**src/rtl/svn_pkg.sv**
```systemverilog
// Shared definitions for the 7-segment bus: segment patterns (active low, {CA..CG}),
// capture FSM encoding and the pattern-decoder result type.
package svn_pkg;

    localparam logic [6:0] SEG_0 = 7'b0000001;
    localparam logic [6:0] SEG_1 = 7'b1001111;
    localparam logic [6:0] SEG_2 = 7'b0010010;
    localparam logic [6:0] SEG_3 = 7'b0000110;
    localparam logic [6:0] SEG_4 = 7'b1001100;
    localparam logic [6:0] SEG_5 = 7'b0100100;
    localparam logic [6:0] SEG_6 = 7'b0100000;
    localparam logic [6:0] SEG_7 = 7'b0001111;
    localparam logic [6:0] SEG_8 = 7'b0000000;
    localparam logic [6:0] SEG_9 = 7'b0000100;
    localparam logic [6:0] SEG_A = 7'b1110010;
    localparam logic [6:0] SEG_B = 7'b1100110;
    localparam logic [6:0] SEG_C = 7'b1011100;
    localparam logic [6:0] SEG_D = 7'b0110100;
    localparam logic [6:0] SEG_E = 7'b1100000;
    localparam logic [6:0] SEG_F = 7'b1111111;

    localparam logic [1:0] ST_IDLE    = 2'd0;
    localparam logic [1:0] ST_SETTLE  = 2'd1;
    localparam logic [1:0] ST_CAPTURE = 2'd2;
    localparam logic [1:0] ST_HOLD    = 2'd3;

    typedef struct packed {
        logic       hit;
        logic [3:0] hex;
    } pat_dec_t;

endpackage

```
**src/rtl/svn_pat_dec.sv**
```systemverilog
// Combinational segment-pattern decoder: exact match of the active-low segment
// vector against the hex glyph table; anything else reports no hit.
module svn_pat_dec
    import svn_pkg::*;
(
    input  logic [6:0] i_seg,
    output logic       o_hit,
    output logic [3:0] o_hex
);

    // Exact-match table lookup; unknown glyphs fall to the miss branch
    always_comb begin
        o_hit = 1'b1;
        o_hex = 4'h0;
        case (i_seg)
            SEG_0:   o_hex = 4'h0;
            SEG_1:   o_hex = 4'h1;
            SEG_2:   o_hex = 4'h2;
            SEG_3:   o_hex = 4'h3;
            SEG_4:   o_hex = 4'h4;
            SEG_5:   o_hex = 4'h5;
            SEG_6:   o_hex = 4'h6;
            SEG_7:   o_hex = 4'h7;
            SEG_8:   o_hex = 4'h8;
            SEG_9:   o_hex = 4'h9;
            SEG_A:   o_hex = 4'hA;
            SEG_B:   o_hex = 4'hB;
            SEG_C:   o_hex = 4'hC;
            SEG_D:   o_hex = 4'hD;
            SEG_E:   o_hex = 4'hE;
            SEG_F:   o_hex = 4'hF;
            default: begin
                o_hit = 1'b0;
                o_hex = 4'h0;
            end
        endcase
    end

endmodule

```
**src/rtl/svn_seg_capture.sv**
```systemverilog
// Receive side of the multiplexed 7-segment bus: synchronises AN/CA..CG/DP, waits for
// the bus to settle on a single active anode, and captures that digit into a register bank.
module svn_seg_capture
    import svn_pkg::*;
#(
    parameter int N_DIGITS   = 8,
    parameter int SETTLE_CYC = 4
) (
    input  logic                    clk,
    input  logic                    rst_n,
    input  logic [N_DIGITS-1:0]     an_in,
    input  logic [6:0]              seg_in,
    input  logic                    dp_in,
    output logic [4*N_DIGITS-1:0]   digits_o,
    output logic [N_DIGITS-1:0]     dp_o,
    output logic [N_DIGITS-1:0]     valid_o,
    output logic                    frame_done_o,
    output logic                    err_o
);

    localparam int IDX_W = (N_DIGITS > 1) ? $clog2(N_DIGITS) : 1;
    localparam int CNT_W = $clog2(SETTLE_CYC + 1);

    logic [N_DIGITS-1:0]   r_an_s1, r_an_s2;
    logic [6:0]            r_seg_s1, r_seg_s2;
    logic                  r_dp_s1, r_dp_s2;
    logic [CNT_W-1:0]      r_cnt;
    logic [1:0]            r_state;
    logic [1:0]            w_state_nxt;
    logic [IDX_W-1:0]      r_cap_idx;
    logic [6:0]            r_cap_seg;
    logic                  r_cap_dp;
    logic [N_DIGITS-1:0]   r_seen;
    logic [4*N_DIGITS-1:0] r_digits;
    logic [N_DIGITS-1:0]   r_dp;
    logic [N_DIGITS-1:0]   r_valid;
    logic                  r_frame_done;
    logic                  r_err;

    logic                  w_changed;
    logic                  w_settled;
    logic                  w_any_low;
    logic                  w_multi_low;
    logic                  w_one_low;
    logic [IDX_W-1:0]      w_idx;
    logic [N_DIGITS-1:0]   w_cap_oh;
    pat_dec_t              w_dec;

    // Two-flop synchroniser; idles at the inactive (all-high) bus level
    always_ff @(posedge clk or negedge rst_n) begin
        if (!rst_n) begin
            r_an_s1  <= {N_DIGITS{1'b1}};
            r_an_s2  <= {N_DIGITS{1'b1}};
            r_seg_s1 <= 7'h7F;
            r_seg_s2 <= 7'h7F;
            r_dp_s1  <= 1'b1;
            r_dp_s2  <= 1'b1;
        end else begin
            r_an_s1  <= an_in;
            r_an_s2  <= r_an_s1;
            r_seg_s1 <= seg_in;
            r_seg_s2 <= r_seg_s1;
            r_dp_s1  <= dp_in;
            r_dp_s2  <= r_dp_s1;
        end
    end

    // A difference between the two stages means the synchronised copy changes next cycle
    assign w_changed = ({r_an_s1, r_seg_s1, r_dp_s1} != {r_an_s2, r_seg_s2, r_dp_s2});
    assign w_settled = (r_cnt >= CNT_W'(SETTLE_CYC - 1));
    assign w_one_low = w_any_low & ~w_multi_low;

    // Active-anode detection: first low bit gives the slot index, a second one flags contention
    always_comb begin
        w_any_low   = 1'b0;
        w_multi_low = 1'b0;
        w_idx       = {IDX_W{1'b0}};
        for (int k = 0; k < N_DIGITS; k++) begin
            w_multi_low = w_multi_low | (~r_an_s2[k] & w_any_low);
            if (!r_an_s2[k] && !w_any_low) begin
                w_idx = IDX_W'(k);
            end else begin
                w_idx = w_idx;
            end
            w_any_low = w_any_low | ~r_an_s2[k];
        end
    end

    // Settle counter: restarts on any bus change, saturates at SETTLE_CYC
    always_ff @(posedge clk or negedge rst_n) begin
        if (!rst_n) begin
            r_cnt <= {CNT_W{1'b0}};
        end else if (w_changed) begin
            r_cnt <= {CNT_W{1'b0}};
        end else if (r_cnt < CNT_W'(SETTLE_CYC)) begin
            r_cnt <= r_cnt + CNT_W'(1);
        end else begin
            r_cnt <= r_cnt;
        end
    end

    // Capture FSM next-state
    always_comb begin
        w_state_nxt = r_state;
        case (r_state)
            ST_IDLE: begin
                if (!w_changed && w_one_low) w_state_nxt = ST_SETTLE;
                else                         w_state_nxt = ST_IDLE;
            end
            ST_SETTLE: begin
                if (w_changed)      w_state_nxt = ST_IDLE;
                else if (w_settled) w_state_nxt = ST_CAPTURE;
                else                w_state_nxt = ST_SETTLE;
            end
            ST_CAPTURE: begin
                if (w_changed) w_state_nxt = ST_IDLE;
                else           w_state_nxt = ST_HOLD;
            end
            ST_HOLD: begin
                if (w_changed) w_state_nxt = ST_IDLE;
                else           w_state_nxt = ST_HOLD;
            end
            default: w_state_nxt = ST_IDLE;
        endcase
    end

    // FSM state, contention flag and snapshot of the settled bus taken on entry to CAPTURE
    always_ff @(posedge clk or negedge rst_n) begin
        if (!rst_n) begin
            r_state   <= ST_IDLE;
            r_err     <= 1'b0;
            r_cap_idx <= {IDX_W{1'b0}};
            r_cap_seg <= 7'h7F;
            r_cap_dp  <= 1'b1;
        end else begin
            r_state <= w_state_nxt;
            r_err   <= r_err | ((r_state == ST_IDLE) & ~w_changed & w_multi_low);
            if ((r_state == ST_SETTLE) && (w_state_nxt == ST_CAPTURE)) begin
                r_cap_idx <= w_idx;
                r_cap_seg <= r_seg_s2;
                r_cap_dp  <= r_dp_s2;
            end else begin
                r_cap_idx <= r_cap_idx;
                r_cap_seg <= r_cap_seg;
                r_cap_dp  <= r_cap_dp;
            end
        end
    end

    svn_pat_dec u_pat_dec (
        .i_seg (r_cap_seg),
        .o_hit (w_dec.hit),
        .o_hex (w_dec.hex)
    );

    // One-hot write strobe for the slot being captured this cycle
    always_comb begin
        w_cap_oh = {N_DIGITS{1'b0}};
        for (int k = 0; k < N_DIGITS; k++) begin
            w_cap_oh[k] = (r_state == ST_CAPTURE) && (r_cap_idx == IDX_W'(k));
        end
    end

    // Register bank; an unrecognised glyph keeps the old hex but drops valid
    always_ff @(posedge clk or negedge rst_n) begin
        if (!rst_n) begin
            r_digits <= {(4*N_DIGITS){1'b0}};
            r_dp     <= {N_DIGITS{1'b0}};
            r_valid  <= {N_DIGITS{1'b0}};
        end else begin
            for (int k = 0; k < N_DIGITS; k++) begin
                if (w_cap_oh[k]) begin
                    r_digits[4*k +: 4] <= w_dec.hit ? w_dec.hex : r_digits[4*k +: 4];
                    r_valid[k]         <= w_dec.hit;
                    r_dp[k]            <= ~r_cap_dp;
                end else begin
                    r_digits[4*k +: 4] <= r_digits[4*k +: 4];
                    r_valid[k]         <= r_valid[k];
                    r_dp[k]            <= r_dp[k];
                end
            end
        end
    end

    // Frame tracking: a capture landing in the clearing cycle starts the new frame
    always_ff @(posedge clk or negedge rst_n) begin
        if (!rst_n) begin
            r_seen       <= {N_DIGITS{1'b0}};
            r_frame_done <= 1'b0;
        end else if (r_seen == {N_DIGITS{1'b1}}) begin
            r_seen       <= w_cap_oh;
            r_frame_done <= 1'b1;
        end else begin
            r_seen       <= r_seen | w_cap_oh;
            r_frame_done <= 1'b0;
        end
    end

    assign digits_o     = r_digits;
    assign dp_o         = r_dp;
    assign valid_o      = r_valid;
    assign frame_done_o = r_frame_done;
    assign err_o        = r_err;

endmodule

```
**config.mk**
```make
export PLATFORM = sky130hd
export DESIGN_NAME = svn_seg_capture
export DESIGN_NICKNAME = d
export VERILOG_FILES = /design/src/rtl/svn_pkg.sv /design/src/rtl/svn_pat_dec.sv /design/src/rtl/svn_seg_capture.sv
export SDC_FILE = /design/constraint.sdc
export NUM_CORES = 1
export LEC_CHECK = 0
export CAP_MARGIN = 20
export CORE_AREA = 5 5 113 115
export CTS_CLUSTER_DIAMETER = 40
export CTS_CLUSTER_SIZE = 12
export DETAILED_ROUTE_END_ITERATION = 6
export DIE_AREA = 0 0 118 120
export DONT_BUFFER_PORTS = 1
export GPL_ROUTABILITY_DRIVEN = 0
export GPL_TIMING_DRIVEN = 0
export PLACE_DENSITY_LB_ADDON = 0.08
export SLEW_MARGIN = 20
export SYNTH_ARGS = -nofsm -noshare
export SYNTH_HDL_FRONTEND = slang
export SYNTH_HIERARCHICAL = 1
export SYNTH_SLANG_ARGS = --single-unit
```
**constraint.sdc**
```tcl
create_clock -name clk -period 3.3 [get_ports clk]
set_clock_uncertainty 0.1 [all_clocks]
set_input_delay 0.66 -clock clk [delete_from_list [all_inputs] [get_ports clk]]
set_output_delay 0.66 -clock clk [all_outputs]
set_load 0.05 [all_outputs]
```
==> results of run 1 <==
[critical path, delay by kind of cell (launching register included)]
kind	cells	cell delay (ns)
mux	1	0.30
buf+inv	2	0.30
flops	1	0.52
simple gates	3	1.24
xor+xnor	1	0.07
[cell usage after synthesis, types with 4 or more instances]
master and number:
dfrtp_1 66, nand2_1 43, dfstp_2 40, mux2_1 19, xor2_1 17, nor2_1 15, mux2_2 14, o21ai_0 11
mux2_4 10, o21ai_1 8, buf_6 7, inv_1 7, nand4_1 7, nand3_1 6, nor3b_1 6, nand2b_1 5
a21oi_1 4, buf_4 4
[cells by family (layout without fill, tap and decap cells)]
group	Yosys count	after routing	share of synthesized area (%)
flops	106	106	59.85
buf+inv	25	42	3.630
fa+ha+maj	4	4	0.9974
mux	45	45	12.00
compound gates	47	47	6.789
xor+xnor	18	18	3.491
simple gates	108	108	13.24
[power groups by stage]
stage	registers [µW]	clock network [µW]	logic, µW
2_1_floorplan	1370	0	32.2
3_3_place_gp	1370	0	38.2
3_5_place_dp	1380	0	38.3
4_1_cts	1350	1160	58.2
5_1_grt	1350	1220	64.9
6_report	1350	1120	56.0
[final timing paths]
path	end	depth (start not counted)
worst max-delay path	r_cap_idx[1]	7
worst min-delay path	r_cap_dp	0
worst max register to register	r_cap_idx[1]	7
worst min register to register	r_an_s2[5]	0
max in group asynchronous	r_state[0]	1
min in group clk	r_an_s1[0]	0
[flip-flops by register name, summed over array words and instances (netlist names)]
name,cells
valid_o,8
r_cap_seg,7
dp_o,8
r_dp_s2,1
r_cap_dp,1
r_cnt,3
r_seg_s1,7
r_state,2
frame_done_o,1
digits_o,32
r_cap_idx,3
r_dp_s1,1
r_an_s2,8
r_seg_s2,7
r_an_s1,8
err_o,1
r_seen,8
[metrics by stage]
stage / util (%) / instances / hold WS [ns] / worst slack (ns)
after floorplan: - / 353 / 0.2598 / 0.9341
after global placement: 40.13 / 500 / 0.2624 / 0.5735
after detailed placement: 40.13 / 500 / 0.2622 / 0.5350
after CTS: 43.01 / 517 / 0.04687 / 0.5517
after global routing: 43.01 / 517 / 0.04800 / 0.5101
final: 43.01 / 517 / 0.07669 / 0.6609
[routing by layer]
layer / vias up / track usage [%] / part of all wire (%) / routed length, µm
met1: 1318 / 17.27 / 46 / 3923
met3: 11 / 4.524 / 7.2 / 618
met4: 0 / 5.806 / 2.0 / 172
met5: - / 0 / 0 / 0
li1: 1266 / - / - / -
met2: 77 / 18.74 / 45 / 3881
[timing repair]
| action | CTS | global route |
|---|---|---|
| hold buffers | 1 | 0 |
| endpoints found under the hold margin | 66 | 0 |
| setup endpoints to repair | 0 | 0 |
| gates resized for setup | 0 | 0 |
[final cells by class]
class / instances / area, µm²
fillers: 1091 / 6674
flip-flops and latches: 106 / 2703
multi-input cells: 222 / 1649
clock buffers: 10 / 229.0
well taps: 147 / 183.9
plain buffers: 15 / 126.4
clock inverters: 6 / 81.33
inverters: 10 / 37.54
repair buffers: 1 / 27.53
==> flow_metrics.tcl, run 1 <==
set metrics [dict create \
    status "finished, final reports clean" \
    p_comb_share_pct 2.2 \
    worst-path-max-fanout 10 \
    routed_wl_um 8596 \
    nets 385 \
    slew_viol_final 0 \
    crit_path_cell_trace "buf_6 > xor2_1 > nor4_1 > nand4_2 > or4_4 > buf_6 > mux2_4" \
    grt_use_total_pct 12.88 \
    synthTopCellsByArea "dfrtp_1 (37%), dfstp_2 (23%), mux2_1 (4.7%), nand2_1 (3.6%), mux2_2 (3.5%)" \
    power_uw 2526 \
    htree_num_levels 3 \
    relSlewSlack_pct 49.64 \
    fin_area_um2 5037 \
    rows 40 \
    syn_to_final_growth_pct 11.55 \
    antenna_found_initial 0 \
    wl_per_cell_um 16.63 \
    hold_viol_final 0 \
    io_buffers 0 \
    tightest_slew_ns 0.7538 \
    start_kind "flop" \
    crit_path_end_kind "flop" \
    worstSetupPathType "reg -> reg" \
    max_freq_mhz 378.9 \
    drc 0 \
    path_clk_slew_ns 0.07 \
    synth-edff-count 0 \
    drtPass1Iterations 4 \
    post_cts_buffers 0 \
    drtAntennaViolNets 0 \
    grt_overflow 0 \
    grt_setup_unrepaired "no" \
    cpPeakStageDelay_ns 0.58 \
    sw_frac_of_total_pct 20.13 \
    io_pins 68 \
    synth_top_area_share_pct 36.58 \
    fin_crit_ns 2.639 \
    drive_gt1_share_pct 27.84 \
    ys_types 58 \
    cts_buffer_depth 2 \
    ir_drop_mv 0.2869 \
    setup_viol 0 \
    postSynthAreaPerCell_um2 12.79 \
    diodes 0 \
    numCtsBuffers 9 \
    synth_top_flop_cell "dfrtp_1" \
    grt_max_degree 67 \
    p_sw_uw 508.3 \
    layout_common_cells "dfrtp_1 (66), nand2_1 (43), dfstp_2 (40), mux2_1 (19), xor2_1 (17)" \
    cts_num_sinks 106 \
    yosys_warnings 6 \
    power.internal_uw 2017 \
    vias 2672 \
    finalSetupTns_ns 0 \
    vias_per_cell 5.168 \
    crit_path_frequent_cell "buf_6" \
    p_per_area_nw_per_um2 501.4 \
    synth_seq_cells 106 \
    placed_cell_area_um2 4700 \
    p_leak_uw 0.002397 \
    grt_pass1_wl_um 14390 \
    cts_tree "done" \
    p_clk_share_pct 44.3 \
    yosysTopAreaCell "dfrtp_1" \
    layout_commonest_cell "dfrtp_1" \
    arrival_ns 2.77 \
    initialDrtViolationCount 162 \
    synthArstFlopShare_pct 100.0 \
    holdCritPathClass "in -> async" \
    synthesis.area_um2 4516 \
    dp_hpwl_um 6048 \
    dieWidth_um 118 \
    clock_latency_ns 0.34 \
    r2r_slack_ns 0.66 \
    dieArea_um2 14160 \
    netlist_instances 353 \
    seqPwrFrac_pct 53.5 \
    required_ns 3.43 \
    start_util_pct 38.56 \
    maxCapViolCount 0 \
    seq_area_frac_synth_pct 59.85 \
    cts-root-buf "clkbuf_16" \
    design.core.area_um2 11710 \
    fin_crit_sh_pct 79.97 \
    grt_pass1_vias 2608 \
    chipHeight_um 120 \
    crit_start "r_an_s2[7]" \
    slowest_stage "or4_4" \
    r2r_start "r_an_s2[7]" \
    syn-num-nets 373 \
]
Note: power is estimated with default switching activity, not from simulation.
==> inputs of run 2 (changes only) <==
Clock period 3.3 ns to 2.4 ns, I/O delays scaled along.
==> run 2 against run 1 <==
  * The run now ends with hold timing left
  * Critical path depth unchanged
  * Clock power increased by 38%
  * Largest power group unchanged
  * First-iteration DRC count decreased by 14%
  * Final cell count increased by 1.9%
  * Worst hold slack got worse by 0.35 ns
  * Core utilization increased by 1.3 points
  * Register-to-register slack got worse by 0.64 ns
  * Critical path type unchanged
==> flow_metrics.tcl, run 2 (synthesis gave the netlist of run 1 again) <==
set metrics [dict create \
    grt_pass1_vias 2622 \
    holdCritPathClass "in -> async" \
    fin_ws_ns 0.01640 \
    use_met1_pct 17.05 \
    fin_crit_ns 2.384 \
    crit_path_cell_trace "buf_6 > xor2_4 > nor4_4 > nand4_2 > or4_4 > buf_12 > mux2_4" \
    rows 40 \
    antenna_found_initial 0 \
    cts_num_sinks 106 \
    drtPass1Iterations 6 \
    grt.busiest_layer "met2" \
    io_pins 68 \
    worst-path-buf-inv 2 \
    r2r_slack_ns 0.02 \
    start_kind "flop" \
    worst-path-max-fanout 5 \
    grt_setup_unrepaired "yes" \
    gr-usage-met3_pct 4.571 \
    tightest_slew_ns 0.6939 \
    worstSetupPathType "reg -> reg" \
    critPathTopFamily "simple AND/OR/NAND/NOR gates" \
    cts-root-buf "clkbuf_16" \
    layout_common_cells "dfrtp_1 (66), nand2_1 (42), dfstp_2 (40), mux2_1 (19), xor2_1 (16)" \
    fin_crit_sh_pct 99.32 \
    finalSetupTns_ns 0 \
    design.core.area_um2 11710 \
    drc 0 \
    slowest_stage "or4_4" \
    cts_tree "done" \
    drtAntennaViolNets 0 \
    hold_viol_final 106 \
    initialDrtViolationCount 140 \
    clock_latency_ns 0.34 \
    dp_hpwl_um 6048 \
    dieWidth_um 118 \
    arrival_ns 2.51 \
    final_util_pct 44.28 \
    cts_buffer_depth 2 \
    largest_reg_flops 32 \
    placed_cell_area_um2 4700 \
    status "finished with violations" \
    nets 395 \
    relSlewSlack_pct 53.43 \
    htree_num_levels 3 \
    fin_area_um2 5186 \
    chipHeight_um 120 \
    grt_overflow 0 \
    diodes 0 \
    routed_wl_um 8750 \
    r2r_start "r_an_s2[7]" \
    start_util_pct 38.56 \
    wl_per_cell_um 16.60 \
    path_clk_slew_ns 0.07 \
    setup_viol 0 \
    numCtsBuffers 9 \
    crit_path_end_kind "flop" \
    maxCapViolCount 0 \
    io_buffers 0 \
    cpPeakStageDelay_ns 0.57 \
    layout_commonest_cell "dfrtp_1" \
    grt_pass1_wl_um 14360 \
    slew_viol_final 0 \
    vias 2716 \
    failed_checks "hold timing" \
    max_freq_mhz 419.5 \
    drive_gt1_share_pct 31.32 \
    p_per_area_nw_per_um2 666.6 \
    vias_per_cell 5.154 \
    p_leak_uw 0.002469 \
    syn_to_final_growth_pct 14.85 \
    pre_cts_slack_ns -0.3650 \
    grt_max_degree 107 \
    dieArea_um2 14160 \
    fin_hold_ws_ns -0.2707 \
    required_ns 2.53 \
    r2r_end "r_cap_idx[1]" \
    ir_drop_mv 0.3922 \
    use_met2_pct 18.74 \
    ff2ff_path_depth 7 \
    grt_use_total_pct 12.82 \
]
==> run 2: worst max path at each step <==
stage | from | end | slack [ns] | cells after the start
after floorplan | r_an_s2[1] | r_cap_idx[0] | 0.03 | 7
after global placement | r_an_s2[7] | r_cap_idx[1] | -0.33 | 7
after detailed placement | r_an_s2[7] | r_cap_idx[1] | -0.37 | 7
after CTS | r_seg_s2[1] | r_cap_idx[1] | -0.03 | 6
after global routing | r_an_s2[7] | r_cap_idx[1] | -0.07 | 7
final | r_an_s2[7] | r_cap_idx[1] | 0.02 | 7
==> run 2: stage by stage <==
stage	cells	total power [µW]
finish	527	3457
global placement	500	1942
CTS	520	3505
global route	527	3610
detailed placement	500	1944
floorplan	353	1929
==> run 2: what timing repair did <==
action,4_1_cts,5_1_grt
cloned,0,2
resized for setup,5,10
buffers inserted,5,5
pin swaps,5,6
endpoints found under the hold margin,106,106
endpoints found under the setup margin,20,31
==> run 2: where the power goes <==
part / internal (µW) / switching (µW)
Combinational: 27.6 / 30.7
Clock: 907 / 630
Sequential: 1840 / 23.6
Total: 2770 / 685
==> run 2: cell type report <==
cell class	instances	area, µm²
buffer	14	141.4
tap	147	183.9
clock buffer	10	229.0
clock inverter	6	81.33
timing repair buffer	12	108.9
sequential	106	2703
multi-input combinational	222	1702
inverter	10	37.54
fill	1075	6525
==> run 2: layer usage <==
| layer | wire length, µm | share of wire, % |
|---|---|---|
| met2 | 3892 | 44 |
| met1 | 4038 | 46 |
| met4 | 173 | 2.0 |
| met5 | 0 | 0 |
| met3 | 645 | 7.4 |
==> inputs of run 3 (changes only) <==
Settings changed: CTS_BUF_LIST set to sky130_fd_sc_hd__clkbuf_4 sky130_fd_sc_hd__clkbuf_8.
==> run 3 against run 2 <==
  * Cell area grew 1.1%
  * Critical path type unchanged
  * Count of clock-buffer cells in the layout did not move
  * Sequential cell count unchanged
  * Sequential share of layout area shrank 0.55 points
  * The flow still finishes with violations (hold timing)
  * Register-to-register slack about the same
  * Worst hold slack worse by 0.029 ns
  * Wire length grew 0.59%
==> flow_metrics.tcl, run 3 (synthesis gave the netlist of run 1 again) <==
set metrics [dict create \
    largest_reg_flops 32 \
    htree_num_levels 3 \
    cts_num_sinks 106 \
    start_util_pct 38.56 \
    design.core.area_um2 11710 \
    grt_setup_unrepaired "yes" \
    setup_viol 0 \
    cpPeakStageDelay_ns 0.60 \
    hold_viol_final 106 \
    layout_commonest_cell "dfrtp_1" \
    p_leak_uw 0.002486 \
    grt_pass1_vias 2633 \
    layout_common_cells "dfrtp_1 (66), nand2_1 (43), dfstp_2 (40), mux2_1 (18)" \
    grt_overflow 0 \
    arrival_ns 2.54 \
    start_kind "flop" \
    crit_start "r_an_s2[0]" \
    crit_path_cell_trace "xor2_1 > nor4_2 > nand4_2 > or4_4 > buf_12 > mux2_4" \
    wl_per_cell_um 16.27 \
    ir_drop_mv 0.3265 \
    relSlewSlack_pct 52.95 \
    slew_viol_final 0 \
    antenna_found_initial 0 \
    routed_wl_um 8802 \
    hold_buffers 16 \
    p_per_area_nw_per_um2 595.3 \
    chipHeight_um 120 \
    rows 40 \
    status "finished with violations" \
    fin_ws_ns 0.01357 \
    drtAntennaViolNets 0 \
    pre_cts_slack_ns -0.3650 \
    path_clk_slew_ns 0.10 \
    worst-path-buf-inv 1 \
    tightest_slew_ns 0.7011 \
    fin_crit_sh_pct 99.43 \
    grt_pass1_wl_um 14300 \
    fin_hold_ws_ns -0.3001 \
    numCtsBuffers 9 \
    drive_gt1_share_pct 29.95 \
    vias_per_cell 5.102 \
    dieWidth_um 118 \
    cts_tree "done" \
    cts_buffer_depth 2 \
    r2r_start "r_an_s2[0]" \
    vias 2760 \
    io_buffers 0 \
    nets 409 \
    required_ns 2.56 \
    max_freq_mhz 419.0 \
    grt_use_total_pct 12.75 \
    critPathTopFamily "simple AND/OR/NAND/NOR gates" \
    crit_path_end_kind "flop" \
    worstSetupPathType "reg -> reg" \
    syn_to_final_growth_pct 16.07 \
    failed_checks "hold timing" \
    drc 0 \
    dieArea_um2 14160 \
    grt_max_degree 107 \
    holdCritPathClass "in -> async" \
    io_pins 68 \
    maxCapViolCount 0 \
    dp_hpwl_um 6048 \
    drtPass1Iterations 4 \
    finalSetupTns_ns 0 \
    clock_latency_ns 0.36 \
    power_uw 3120 \
    diodes 0 \
    initialDrtViolationCount 126 \
    slowest_stage "dfstp_2" \
    fin_crit_ns 2.386 \
    cts-root-buf "clkbuf_8" \
    worst-path-max-fanout 6 \
]
## run 3: cell types whose count changed in the layout (fill, tap and decap cells not counted), moves of 2 or more
cell,delta
buf_4,-2
dlygate4sd3_1,+16
clkbuf_8,+9
clkbuf_16,-9
## run 3: area by class of cell
cell class	instances	area (µm²)
Inverter	10	37.54
Clock inverter	6	81.33
Buffer	14	141.4
Sequential cell	106	2703
Tap cell	147	183.9
Clock buffer	10	131.4
Timing Repair Buffer	26	260.3
Multi-Input combinational cell	222	1703
Fill cell	1083	6470
## run 3: power breakdown
group | switching (µW) | total (µW) | internal, µW | leakage (µW)
Sequential | 23.6 | 1860 | 1840 | 0.00134
Clock | 589 | 1180 | 593 | 0.000107
Combinational | 34.2 | 79.0 | 44.9 | 0.00104
## run 3: final timing paths
kind                                end  slack [ns]  cells past startpoint
hold reg to reg              r_an_s2[5]        0.28                      0
min in group clk             r_an_s2[5]        0.28                      0
setup reg to reg           r_cap_idx[1]        0.01                      6
max in group asynchronous  r_cap_seg[6]        2.27                      0
setup / recovery           r_cap_idx[1]        0.01                      6
hold / removal             digits_o[16]       -0.30                      0
## run 3: layer usage
metal,vias up,track usage (%),share of wire (%)
met5,-,0,0
met1,1363,16.64,45
met3,9,4.430,7.2
met2,78,19.31,46
met4,0,5.376,1.6
li1,1310,-,-
## run 3: worst reg2reg max path: cells and delay by family (launching register included)
kind / cells / cell delay, ns
buf+inv: 1 / 0.17
xor+xnor: 1 / 0.09
mux: 1 / 0.28
flops: 1 / 0.60
simple gates: 3 / 1.05
## run 3: timing repair
action	4_1_cts	5_1_grt
endpoints found under the setup margin	20	35
gates cloned	0	1
setup buffers	5	4
pin swaps	5	6
endpoints found under the hold margin	122	106
gates resized for setup	4	12
## run 3: stage by stage
| step | hold slack [ns] | instance area (µm²) | instances | utilization [%] |
|---|---|---|---|---|
| floorplan | 0.08441 | 4516 | 353 | - |
| CTS | -0.3327 | 5124 | 536 | 43.75 |
| global placement | 0.08710 | 4700 | 500 | 40.13 |
| detailed placement | 0.08689 | 4700 | 500 | 40.13 |
| global route | -0.3441 | 5241 | 541 | 44.75 |
| finish | -0.3001 | 5241 | 541 | 44.75 |
